<file path="src/rtl/uart_pkg.sv">
// Shared types for the uart_txrx core: frame parity modes, FSM states,
// and the parity-bit helper used by both directions.
package uart_pkg;

  typedef enum logic [1:0] {
    PAR_NONE = 2'd0,
    PAR_ODD  = 2'd1,
    PAR_EVEN = 2'd2
  } parity_e;

  typedef enum logic [2:0] {
    TX_IDLE   = 3'd0,
    TX_START  = 3'd1,
    TX_DATA   = 3'd2,
    TX_PARITY = 3'd3,
    TX_STOP   = 3'd4
  } tx_state_e;

  typedef enum logic [2:0] {
    RX_IDLE   = 3'd0,
    RX_START  = 3'd1,
    RX_DATA   = 3'd2,
    RX_PARITY = 3'd3,
    RX_STOP   = 3'd4,
    RX_BREAK  = 3'd5
  } rx_state_e;

  // Data is zero-extended to 9 bits, so unused bits do not affect parity.
  function automatic logic par_bit(
    input logic [8:0] data,
    input parity_e    mode
  );
    logic p;
    p = 1'b0;
    case (mode)
      PAR_ODD:  p = ~^data;
      PAR_EVEN: p = ^data;
      default:  p = 1'b0;
    endcase
    return p;
  endfunction

endpackage

</file>
<file path="src/rtl/uart_bit_timer.sv">
// Down-counter for serial bit timing: load a preset, tick once when it
// runs out, then rest at zero until the next load.
module uart_bit_timer #(
  parameter int W = 5
) (
  input  logic         clk,
  input  logic         reset,
  input  logic         load,
  input  logic [W-1:0] preset,
  output logic         tick
);

  logic [W-1:0] cnt;

  always_ff @(posedge clk) begin
    if (reset) begin
      cnt <= '0;
    end else if (load) begin
      cnt <= preset;
    end else if (cnt != '0) begin
      cnt <= cnt - W'(1);
    end
  end

  assign tick = (cnt == W'(1));

endmodule

</file>
<file path="src/rtl/uart_txrx.sv">
// Full-duplex UART: divided-clock transmitter and mid-bit-sampling
// receiver with a one-entry output buffer and error pulses.
module uart_txrx
  import uart_pkg::*;
#(
  parameter int      CLK_DIV   = 16,
  parameter int      DATA_BITS = 8,
  parameter parity_e PARITY    = PAR_NONE,
  parameter int      STOP_BITS = 1
) (
  input  logic                 clk,
  input  logic                 reset,
  input  logic [DATA_BITS-1:0] tx_data,
  input  logic                 tx_valid,
  output logic                 tx_ready,
  output logic                 tx,
  input  logic                 rx,
  output logic [DATA_BITS-1:0] rx_data,
  output logic                 rx_valid,
  input  logic                 rx_ready,
  output logic                 parity_err,
  output logic                 frame_err,
  output logic                 overrun
);

  localparam int TW = $clog2(CLK_DIV + 1);
  localparam logic [TW-1:0] FULL = TW'(CLK_DIV);
  localparam logic [TW-1:0] HALF = TW'(CLK_DIV / 2);
  localparam logic [3:0] LAST_BIT = 4'(DATA_BITS - 1);
  localparam logic LAST_STOP = 1'(STOP_BITS - 1);
  localparam logic HAS_PAR = (PARITY != PAR_NONE);

  tx_state_e            tx_state;
  logic [DATA_BITS-1:0] tx_shift;
  logic                 tx_par;
  logic [3:0]           tx_idx;
  logic                 tx_stop;
  logic                 tx_tick;
  logic                 tx_load;
  logic                 tx_last_stop;

  assign tx_ready     = (tx_state == TX_IDLE);
  assign tx_last_stop = (tx_state == TX_STOP) && (tx_stop == LAST_STOP);
  assign tx_load      = (tx_ready && tx_valid)
                     || (tx_tick && !tx_ready && !tx_last_stop);

  uart_bit_timer #(.W(TW)) tx_timer (
    .clk    (clk),
    .reset  (reset),
    .load   (tx_load),
    .preset (FULL),
    .tick   (tx_tick)
  );

  always_ff @(posedge clk) begin
    if (reset) begin
      tx_state <= TX_IDLE;
      tx       <= 1'b1;
      tx_shift <= '0;
      tx_par   <= 1'b0;
      tx_idx   <= '0;
      tx_stop  <= 1'b0;
    end else begin
      case (tx_state)
        TX_IDLE: begin
          if (tx_valid) begin
            tx_shift <= tx_data;
            tx_par   <= par_bit(9'(tx_data), PARITY);
            tx       <= 1'b0;
            tx_state <= TX_START;
          end
        end
        TX_START: begin
          if (tx_tick) begin
            tx       <= tx_shift[0];
            tx_shift <= tx_shift >> 1;
            tx_idx   <= '0;
            tx_state <= TX_DATA;
          end
        end
        TX_DATA: begin
          if (tx_tick) begin
            if (tx_idx == LAST_BIT) begin
              if (HAS_PAR) begin
                tx       <= tx_par;
                tx_state <= TX_PARITY;
              end else begin
                tx       <= 1'b1;
                tx_stop  <= 1'b0;
                tx_state <= TX_STOP;
              end
            end else begin
              tx       <= tx_shift[0];
              tx_shift <= tx_shift >> 1;
              tx_idx   <= tx_idx + 4'd1;
            end
          end
        end
        TX_PARITY: begin
          if (tx_tick) begin
            tx       <= 1'b1;
            tx_stop  <= 1'b0;
            tx_state <= TX_STOP;
          end
        end
        TX_STOP: begin
          if (tx_tick) begin
            if (tx_last_stop) tx_state <= TX_IDLE;
            else tx_stop <= tx_stop + 1'b1;
          end
        end
        default: tx_state <= TX_IDLE;
      endcase
    end
  end

  rx_state_e            rx_state;
  logic                 rx_s1;
  logic                 rx_s2;
  logic [DATA_BITS-1:0] rx_shift;
  logic [3:0]           rx_idx;
  logic                 rx_par;
  logic                 rx_tick;
  logic                 rx_load;
  logic [TW-1:0]        rx_preset;
  logic                 par_ok;
  logic                 deliver;

  assign rx_load = (rx_state == RX_IDLE && !rx_s2)
                || (rx_tick && ((rx_state == RX_START && !rx_s2)
                             || rx_state == RX_DATA
                             || rx_state == RX_PARITY));
  assign rx_preset = (rx_state == RX_IDLE) ? HALF : FULL;
  assign par_ok    = !HAS_PAR
                  || (rx_par == par_bit(9'(rx_shift), PARITY));
  assign deliver   = (rx_state == RX_STOP) && rx_tick && rx_s2 && par_ok;

  uart_bit_timer #(.W(TW)) rx_timer (
    .clk    (clk),
    .reset  (reset),
    .load   (rx_load),
    .preset (rx_preset),
    .tick   (rx_tick)
  );

  always_ff @(posedge clk) begin
    if (reset) begin
      rx_state <= RX_IDLE;
      rx_shift <= '0;
      rx_idx   <= '0;
      rx_par   <= 1'b0;
    end else begin
      case (rx_state)
        RX_IDLE: begin
          if (!rx_s2) rx_state <= RX_START;
        end
        RX_START: begin
          if (rx_tick) begin
            rx_idx   <= '0;
            rx_state <= rx_s2 ? RX_IDLE : RX_DATA;
          end
        end
        RX_DATA: begin
          if (rx_tick) begin
            rx_shift <= {rx_s2, rx_shift[DATA_BITS-1:1]};
            if (rx_idx == LAST_BIT)
              rx_state <= HAS_PAR ? RX_PARITY : RX_STOP;
            else
              rx_idx <= rx_idx + 4'd1;
          end
        end
        RX_PARITY: begin
          if (rx_tick) begin
            rx_par   <= rx_s2;
            rx_state <= RX_STOP;
          end
        end
        RX_STOP: begin
          if (rx_tick) rx_state <= rx_s2 ? RX_IDLE : RX_BREAK;
        end
        RX_BREAK: begin
          if (rx_s2) rx_state <= RX_IDLE;
        end
        default: rx_state <= RX_IDLE;
      endcase
    end
  end

  // Sync flops reset high so a reset never looks like a start bit.
  always_ff @(posedge clk) begin
    if (reset) begin
      rx_s1      <= 1'b1;
      rx_s2      <= 1'b1;
      rx_data    <= '0;
      rx_valid   <= 1'b0;
      parity_err <= 1'b0;
      frame_err  <= 1'b0;
      overrun    <= 1'b0;
    end else begin
      rx_s1      <= rx;
      rx_s2      <= rx_s1;
      parity_err <= (rx_state == RX_STOP) && rx_tick && !par_ok;
      frame_err  <= (rx_state == RX_STOP) && rx_tick && !rx_s2;
      overrun    <= deliver && rx_valid && !rx_ready;
      if (deliver) begin
        if (!rx_valid || rx_ready) begin
          rx_data  <= rx_shift;
          rx_valid <= 1'b1;
        end
      end else if (rx_valid && rx_ready) begin
        rx_valid <= 1'b0;
      end
    end
  end

endmodule

</file>
<file path="config.mk">
export PLATFORM = sky130hd
export DESIGN_NAME = uart_txrx
export DESIGN_NICKNAME = d
export VERILOG_FILES = /design/src/rtl/uart_pkg.sv /design/src/rtl/uart_bit_timer.sv /design/src/rtl/uart_txrx.sv
export SDC_FILE = /design/constraint.sdc
export NUM_CORES = 1
export LEC_CHECK = 0
export CORE_ASPECT_RATIO = 1.1
export CORE_MARGIN = 1.5
export CORE_UTILIZATION = 40
export DETAILED_ROUTE_END_ITERATION = 16
export PLACE_DENSITY = 0.59
export SLEW_MARGIN = 20
export SYNTH_ARGS = -nofsm -noshare
export SYNTH_HDL_FRONTEND = slang
export SYNTH_SLANG_ARGS = --single-unit
</file>
<file path="constraint.sdc">
create_clock -name clk -period 4.47 [get_ports clk]
set_input_delay 0.6705 -clock clk [delete_from_list [all_inputs] [get_ports clk]]
set_output_delay 0.6705 -clock clk [all_outputs]
set_load 0.01 [all_outputs]
</file>
==> metrics.md, run 1 <==
| Metric | Value |
|---|---|
| Worst EP required | `4.68 ns` |
| Grt met2 use | `0.250` |
| Main synth FF type | `dfxtp_1` |
| Synth Area in Compound Gates | `0.192` |
| Grt peak-use layer | `met2` |
| Sequential area share after synthesis | `0.426` |
| Mux cell area share after synthesis | `0.0668` |
| Worst stage delay on the critical path | `0.88 ns` |
| DR WL/cell | `12.7 µm` |
| TritonCTS buffer count | `5` |
| Maximum level of the CTS H-tree | `2` |
| Yosys cell types | `52` |
| Layout cells sized above 1 | `0.0823` |
| Worst R2R Path Depth | `6` |
| LEAKAGE | `1.10 nW` |
| Maximum VDD drop | `193 µV` |
| Final core utilization | `0.485` |
| CTS tree | `done` |
| Largest family of logic cells by synthesized area | `simple AND/OR/NAND/NOR gates` |
| Gr usage total | `0.153` |
| TNS Setup | `0 ns` |
| Row count | `30` |
| Synth Area in XOR/XNOR | `0.0135` |
| Worst-path maximum fanout | `16` |
| I/O Buffers | `25` |
| Sequential cell area | `0.00110 mm²` |
| Largest net degree at the start of global routing | `45` |
| Reg2reg start | `tx_timer.cnt[1]$_SDFFE_PP0P_` |
| Met1 Use GR | `0.195` |
| Overflow left after global routing | `0` |
| Hold path startpoint | `rx_s1$_SDFF_PP1_` |
| Synth Area in Adders | `0.0290` |
| Seq cells post-synth | `55` |
| Post-Syn Instances | `297` |
| Worst path arrival time | `2.73 ns` |
| Worst Tran Pin Value | `1.10 ns` |
| Critical Path Start Type | `flip-flop` |
| Drt initial violations | `74` |
| Diodes inserted | `0` |
| Post-DP HPWL | `3460 µm` |
| Reg2reg end | `tx_shift[1]$_SDFFE_PP0P_` |
| Maximum clock path buffer count | `2` |
| Area delta synth->final | `16.3%` |
| Hold EP | `rx_s2$_SDFF_PP1_` |
| Vias in the first global route | `1989` |
| Post-synth EDFFs | `0` |
| Status | `complete, no violations` |
| Slew HR | `0.267` |
| Fmax | `398 MHz` |
| Final Skew | `0.00892 ns` |
| CP max stage cell | `o2bb2ai_1` |
| RSZ-0062 raised after global routing | `false` |
| Pre-antenna DRT Iters | `4` |
| GPL Wtd Cong | `0.783` |
| CTS clk-pin slew, worst paths | `0.10 ns` |
| Pwr dens | `426 mW/mm²` |
| DRT Wirelength | `5010 µm` |
| Synth warn | `0` |
| DRC Markers | `0` |
| Met3 GRT Util | `0.0325` |
| Async SR Flop Fraction | `0` |
| Die footprint | `0.00696 mm²` |
| Post-layout minimum cycle time | `2.51 ns` |
| Final count of pins violating max slew | `0` |
| Vias after detailed routing | `2147` |
| Post-DRT Antenna Nets | `0` |
| Final hold violations | `0` |
| Fillers | `598` |
| Initial antenna violation count | `0` |
| First-pass GRT wire length | `8610 µm` |
| Nature of the critical path endpoint | `flip-flop` |
| CTS Hold Buffers Added | `0` |
| Die Width | `79.7 µm` |
| IO Count | `27` |
| Setup Viol. Count Final | `0` |
| Footprint of the multi-input gates | `0.00139 mm²` |
| Buf/Inv on CP | `1` |
| Post-CTS Setup Bufs | `0` |
| Worst reg-to-reg setup slack | `1.96 ns` |
| Netlist Area Pre-Place | `0.00259 mm²` |
| Nets | `334` |
| Vias/cell | `5.42` |
| Top delay family on crit path | `compound AO/OA/AOI/OAI gates` |
| CP Class | `reg2reg` |
| Initial Util | `0.418` |
| Post-Syn Nets | `316` |
| Worst Hold Class | `reg2reg` |
| Core Region | `0.00619 mm²` |
| Clock root buffer | `clkbuf_8` |
| Die height | `87.3 µm` |
| CP Cell Sequence | `inv_1, ha_1, or4b_1, o2bb2ai_1, a21oi_1, a311oi_1` |
| Max Cap Viol | `0` |
| Clk sinks | `55` |
| Tcrit/Tclk final | `0.562` |
| Post-Synth Simple-Gate Area | `0.233` |
| Clock insertion delay at the later pin of the skew report | `0.31 ns` |
| Syn avg cell area | `8.71 µm²` |
| Hold depth | `1` |
| CTS resizes | `0` |
==> kinds of logic (layout without fill, tap and decap cells) <==
logic type	count (synthesis)	in the layout
and+or+nand+nor	111	111
AOI/OAI and AO/OA	78	78
DFF	55	55
buffers and inverters	25	44
muxes	17	17
adders and majority gates	6	6
xor gates and xnor gates	4	4
other	1	1
==> stage by stage <==
| stage | cells | instance area, µm² | hold WS (ns) | total power [mW] | worst slack [ns] |
|---|---|---|---|---|---|
| finish | 396 | 3010 | 0.420 | 1.28 | 1.96 |
| global route | 396 | 3010 | 0.453 | 1.37 | 1.76 |
| CTS | 396 | 3010 | 0.423 | 1.30 | 2.00 |
| detailed placement | 388 | 2890 | 0.393 | 0.951 | 2.03 |
| global placement | 388 | 2890 | 0.404 | 0.948 | 2.07 |
| floorplan | 297 | 2590 | 0.389 | 0.872 | 2.37 |
==> final cells by class <==
| type | instances | share of cell area |
|---|---|---|
| sequential | 55 | 0.366 |
| tap | 80 | 0.0333 |
| inverter | 8 | 0.00999 |
| clock inverter | 2 | 0.0117 |
| clock buffer | 6 | 0.0275 |
| multi-input combinational | 217 | 0.461 |
| timing repair buffer | 28 | 0.0907 |
==> sequential cells by signal (all words and copies together), names as in the netlist, 3 cells and up <==
signal        cells
rx_shift          8
rx_state          3
tx_shift          8
tx_state          3
tx_timer.cnt      5
rx_idx            4
tx_idx            4
rx_timer.cnt      5
rx_data           8
==> worst max path at each step <==
stage | from | slack [ns] | end | depth (start not counted)
final | tx_timer.cnt[1]$_SDFFE_PP0P_ | 1.96 | tx_shift[1]$_SDFFE_PP0P_ | 6
after global routing | tx_timer.cnt[1]$_SDFFE_PP0P_ | 1.76 | tx_shift[5]$_SDFFE_PP0P_ | 6
after CTS | tx_timer.cnt[1]$_SDFFE_PP0P_ | 2.00 | tx_shift[1]$_SDFFE_PP0P_ | 6
after detailed placement | tx_timer.cnt[1]$_SDFFE_PP0P_ | 2.03 | tx_shift[0]$_SDFFE_PP0P_ | 6
after global placement | tx_timer.cnt[0]$_SDFFE_PP0P_ | 2.07 | tx_shift[5]$_SDFFE_PP0P_ | 5
after floorplan | tx_timer.cnt[1]$_SDFFE_PP0P_ | 2.37 | tx_idx[3]$_SDFFE_PP0P_ | 7
==> synthesized netlist by cell type, drive strengths merged, types with 5 or more instances <==
| cell type | n | area, µm² |
|---|---|---|
| dfxtp | 55 | 1100 |
| a21oi | 37 | 185 |
| nor2 | 24 | 90.1 |
| nand2 | 20 | 75.1 |
| clkbuf | 15 | 57.6 |
| mux2i | 15 | 150 |
| nand3 | 13 | 65.1 |
| nor3 | 13 | 65.1 |
| inv | 8 | 30.0 |
| o21ai | 8 | 40.0 |
| a311oi | 7 | 61.3 |
| ha | 6 | 75.1 |
| o31ai | 6 | 45.0 |
| a211oi | 5 | 37.5 |
| nand3b | 5 | 37.5 |
| nor2b | 5 | 31.3 |
| or2 | 5 | 31.3 |
==> per-layer routing <==
metal / share of wire / vias to the layer above / wire (µm)
met5: 0 / - / 0
met4: 0.016 / 0 / 78
met3: 0.032 / 9 / 160
met2: 0.46 / 47 / 2290
met1: 0.50 / 976 / 2480
li1: - / 1115 / -
==> power breakdown <==
| part | switching (mW) | internal (mW) | total, mW | leakage, nW |
|---|---|---|---|---|
| combinational | 0.189 | 0.161 | 0.350 | 0.587 |
| clock | 0.158 | 0.181 | 0.340 | 0.0612 |
| sequential | 0.0524 | 0.538 | 0.590 | 0.448 |
==> cells in the final DEF, fill, tap and decap left out, types with 6 or more instances in the layout <==
master	instances
a21oi_1	37
a311oi_1	7
clkbuf_8	6
clkdlybuf4s50_1	25
dfxtp_1	55
ha_1	6
inv_1	8
mux2i_1	15
nand2_1	20
nand3_1	13
nor2_1	24
nor3_1	13
o21ai_0	8
o31ai_1	6
Power figures use the tool's default switching activity.
==> run 2, diff against run 1 <==
--- a/config.mk
+++ b/config.mk
@@ -9,7 +9,7 @@
 export CORE_MARGIN = 1.5
 export CORE_UTILIZATION = 40
 export DETAILED_ROUTE_END_ITERATION = 16
-export PLACE_DENSITY = 0.59
+export PLACE_DENSITY = 0.61
 export SLEW_MARGIN = 20
 export SYNTH_ARGS = -nofsm -noshare
 export SYNTH_HDL_FRONTEND = slang
==> constraint.sdc (replaced) <==
create_clock -name clk -period 2.1 [get_ports clk]
set_input_delay 0.315 -clock clk [delete_from_list [all_inputs] [get_ports clk]]
set_output_delay 0.315 -clock clk [all_outputs]
set_load 0.01 [all_outputs]
==> metrics.md, run 2 (synthesis results as in run 1) <==
| Metric | Value |
|---|---|
| Status | `complete, no violations` |
| Nets | `344 (+3.0%)` |
| TritonCTS buffer count | `5 (unchanged)` |
| Gr usage total | `0.154 (+0.000590)` |
| Final hold violations | `0 (unchanged)` |
| Max Cap Viol | `0 (unchanged)` |
| GPL Wtd Cong | `0.806 (+2.9%)` |
| CP Cell Sequence | `ha_2, or4b_4, or3_4, or3_2, a21oi_2` |
| CTS clk-pin slew, worst paths | `0.10 ns (about the same)` |
| Most frequent cells in the layout | `dfxtp_1, a21oi_1, clkdlybuf4s50_1, nor2_1, nand2_1` |
| Initial antenna violation count | `0 (unchanged)` |
| CTS tree | `done` |
| Post-route worst setup slack | `0.0769 ns (-1.88 ns)` |
| Area delta synth->final | `18.7%` |
| Setup Viol. Count Final | `0 (unchanged)` |
| Clock root buffer | `clkbuf_8` |
| Reg2reg start | `tx_timer.cnt[0]$_SDFFE_PP0P_` |
| Pre-CTS WS | `0.0139 ns (-2.02 ns)` |
| Clock insertion delay at the later pin of the skew report | `0.30 ns (about the same)` |
| Hold EP | `rx_s2$_SDFF_PP1_` |
| Maximum level of the CTS H-tree | `2 (unchanged)` |
| Critical path depth | `5 (-1)` |
| Top delay family on crit path | `simple AND/OR/NAND/NOR gates` |
| DRT Wirelength | `5030 µm (+0.34%)` |
| Hold path startpoint | `rx_s1$_SDFF_PP1_` |
| IO Count | `27 (unchanged)` |
| Clk sinks | `55 (unchanged)` |
| Final Cell Area | `0.00307 mm² (+2.1%)` |
| Diodes inserted | `0 (unchanged)` |
| DR WL/cell | `12.4 µm (-2.1%)` |
| Die footprint | `0.00696 mm² (unchanged)` |
| Core Region | `0.00619 mm² (unchanged)` |
| Pwr dens | `859 mW/mm² (+100%)` |
| CP Class | `reg2reg` |
| Nature of the critical path endpoint | `flip-flop` |
| Dpl cell area | `0.00295 mm² (+2.2%)` |
| Worst setup path startpoint | `tx_timer.cnt[0]$_SDFFE_PP0P_` |
| DRC Markers | `0 (unchanged)` |
| Tcrit/Tclk final | `0.963 (+0.401)` |
| First-pass GRT wire length | `8710 µm (+1.1%)` |
| Worst Tran Pin Value | `0.558 ns (-0.540 ns)` |
| Worst Hold Class | `reg2reg` |
| Initial Util | `0.418 (unchanged)` |
| CP max stage cell | `or4b_4` |
| Maximum clock path buffer count | `2 (unchanged)` |
| Reg2reg end | `tx_idx[2]$_SDFFE_PP0P_` |
| LEAKAGE | `1.13 nW (+2.8%)` |
| Layout cells sized above 1 | `0.129 (+0.0466)` |
| Worst R2R Path Depth | `5 (-1)` |
| Row count | `30 (unchanged)` |
| Biggest regs | `rx_data (8), rx_shift (8), tx_shift (8)` |
| Drt initial violations | `87 (+18%)` |
| Vias/cell | `5.27 (-2.8%)` |
| Vias in the first global route | `1956 (-1.7%)` |
| TNS Setup | `0 ns (unchanged)` |
| Commonest non-fill, non-tap cell in the layout | `dfxtp_1` |
| Largest net degree at the start of global routing | `30 (-33%)` |
| Post-DP HPWL | `3420 µm (-1.2%)` |
| Overflow left after global routing | `0 (unchanged)` |
| Slew HR | `0.622 (+0.355)` |
| Worst reg-to-reg setup slack | `0.08 ns (-1.88 ns)` |
| Buf/Inv on CP | `0 (-1)` |
| Die Width | `79.7 µm (unchanged)` |
| Worst stage delay on the critical path | `0.46 ns (-0.42 ns)` |
| CTS Hold Buffers Added | `0 (unchanged)` |
| Worst path arrival time | `2.27 ns (-0.46 ns)` |
| Worst-path maximum fanout | `6 (-10)` |
| Pre-antenna DRT Iters | `4 (unchanged)` |
| RSZ-0062 raised after global routing | `false` |
| Post-layout minimum cycle time | `2.02 ns (-0.490 ns)` |
| Maximum VDD drop | `376 µV (+95%)` |
| I/O Buffers | `25 (unchanged)` |
| Hold depth | `1 (unchanged)` |
| Fmax | `494 MHz (+24%)` |
| Vias after detailed routing | `2140 (-0.33%)` |
| Post-DRT Antenna Nets | `0 (unchanged)` |
| Die height | `87.3 µm (unchanged)` |
| Worst EP required | `2.34 ns (-2.34 ns)` |
| Final Skew | `0.00340 ns (-0.00552 ns)` |
| Overall Power | `2.64 mW (+110%)` |
| Final count of pins violating max slew | `0 (unchanged)` |
| Critical Path Start Type | `flip-flop` |
## run 2: area by class of cell
| class | count | area (µm²) |
|---|---|---|
| clock buffers | 6 | 72.6 |
| clock inverters | 2 | 12.5 |
| flip-flops and latches | 55 | 1100 |
| well taps | 80 | 100 |
| multi-input cells | 217 | 1400 |
| inverters | 8 | 30.0 |
| fillers | 617 | 3120 |
| repair buffers | 38 | 349 |
## run 2: power by group
group	internal [mW]	switching [mW]	leakage, nW
registers	1.15	0.102	0.448
clock network	0.234	0.343	0.0412
logic	0.380	0.432	0.637
## run 2: repair_timing
action | CTS | global route
pin swaps | 0 | 1
endpoints found under the setup margin | 1 | 9
cloned | 0 | 1
setup buffers | 0 | 1
hold endpoints to repair | 0 | 0
resized for setup | 1 | 6
## run 2: how the worst max path moves through the flow
stage | to | slack [ns]
final | tx_idx[2]$_SDFFE_PP0P_ | 0.08
after global routing | rx_timer.cnt[3]$_SDFFE_PP0P_ | 0.0001
after floorplan | tx_idx[2]$_SDFFE_PP0P_ | 0.02
after global placement | tx_idx[2]$_SDFFE_PP0P_ | 0.08
after CTS | tx_idx[2]$_SDFFE_PP0P_ | 0.003
after detailed placement | tx_idx[2]$_SDFFE_PP0P_ | 0.01
## run 2: metal layers
metal	up-vias	track usage	wire length (µm)
met4	0	0.0526	48
li1	1133	-	-
met5	-	0	0
met2	30	0.249	2310
met1	973	0.202	2540
met3	4	0.0335	134
## run 2: metrics by stage
stage / utilization / hold slack (ns) / std cells
detailed placement: 0.477 / 0.395 / 396
finish: 0.496 / 0.416 / 406
CTS: 0.491 / 0.418 / 404
floorplan: - / 0.389 / 297
global placement: 0.477 / 0.396 / 396
global route: 0.496 / 0.436 / 406
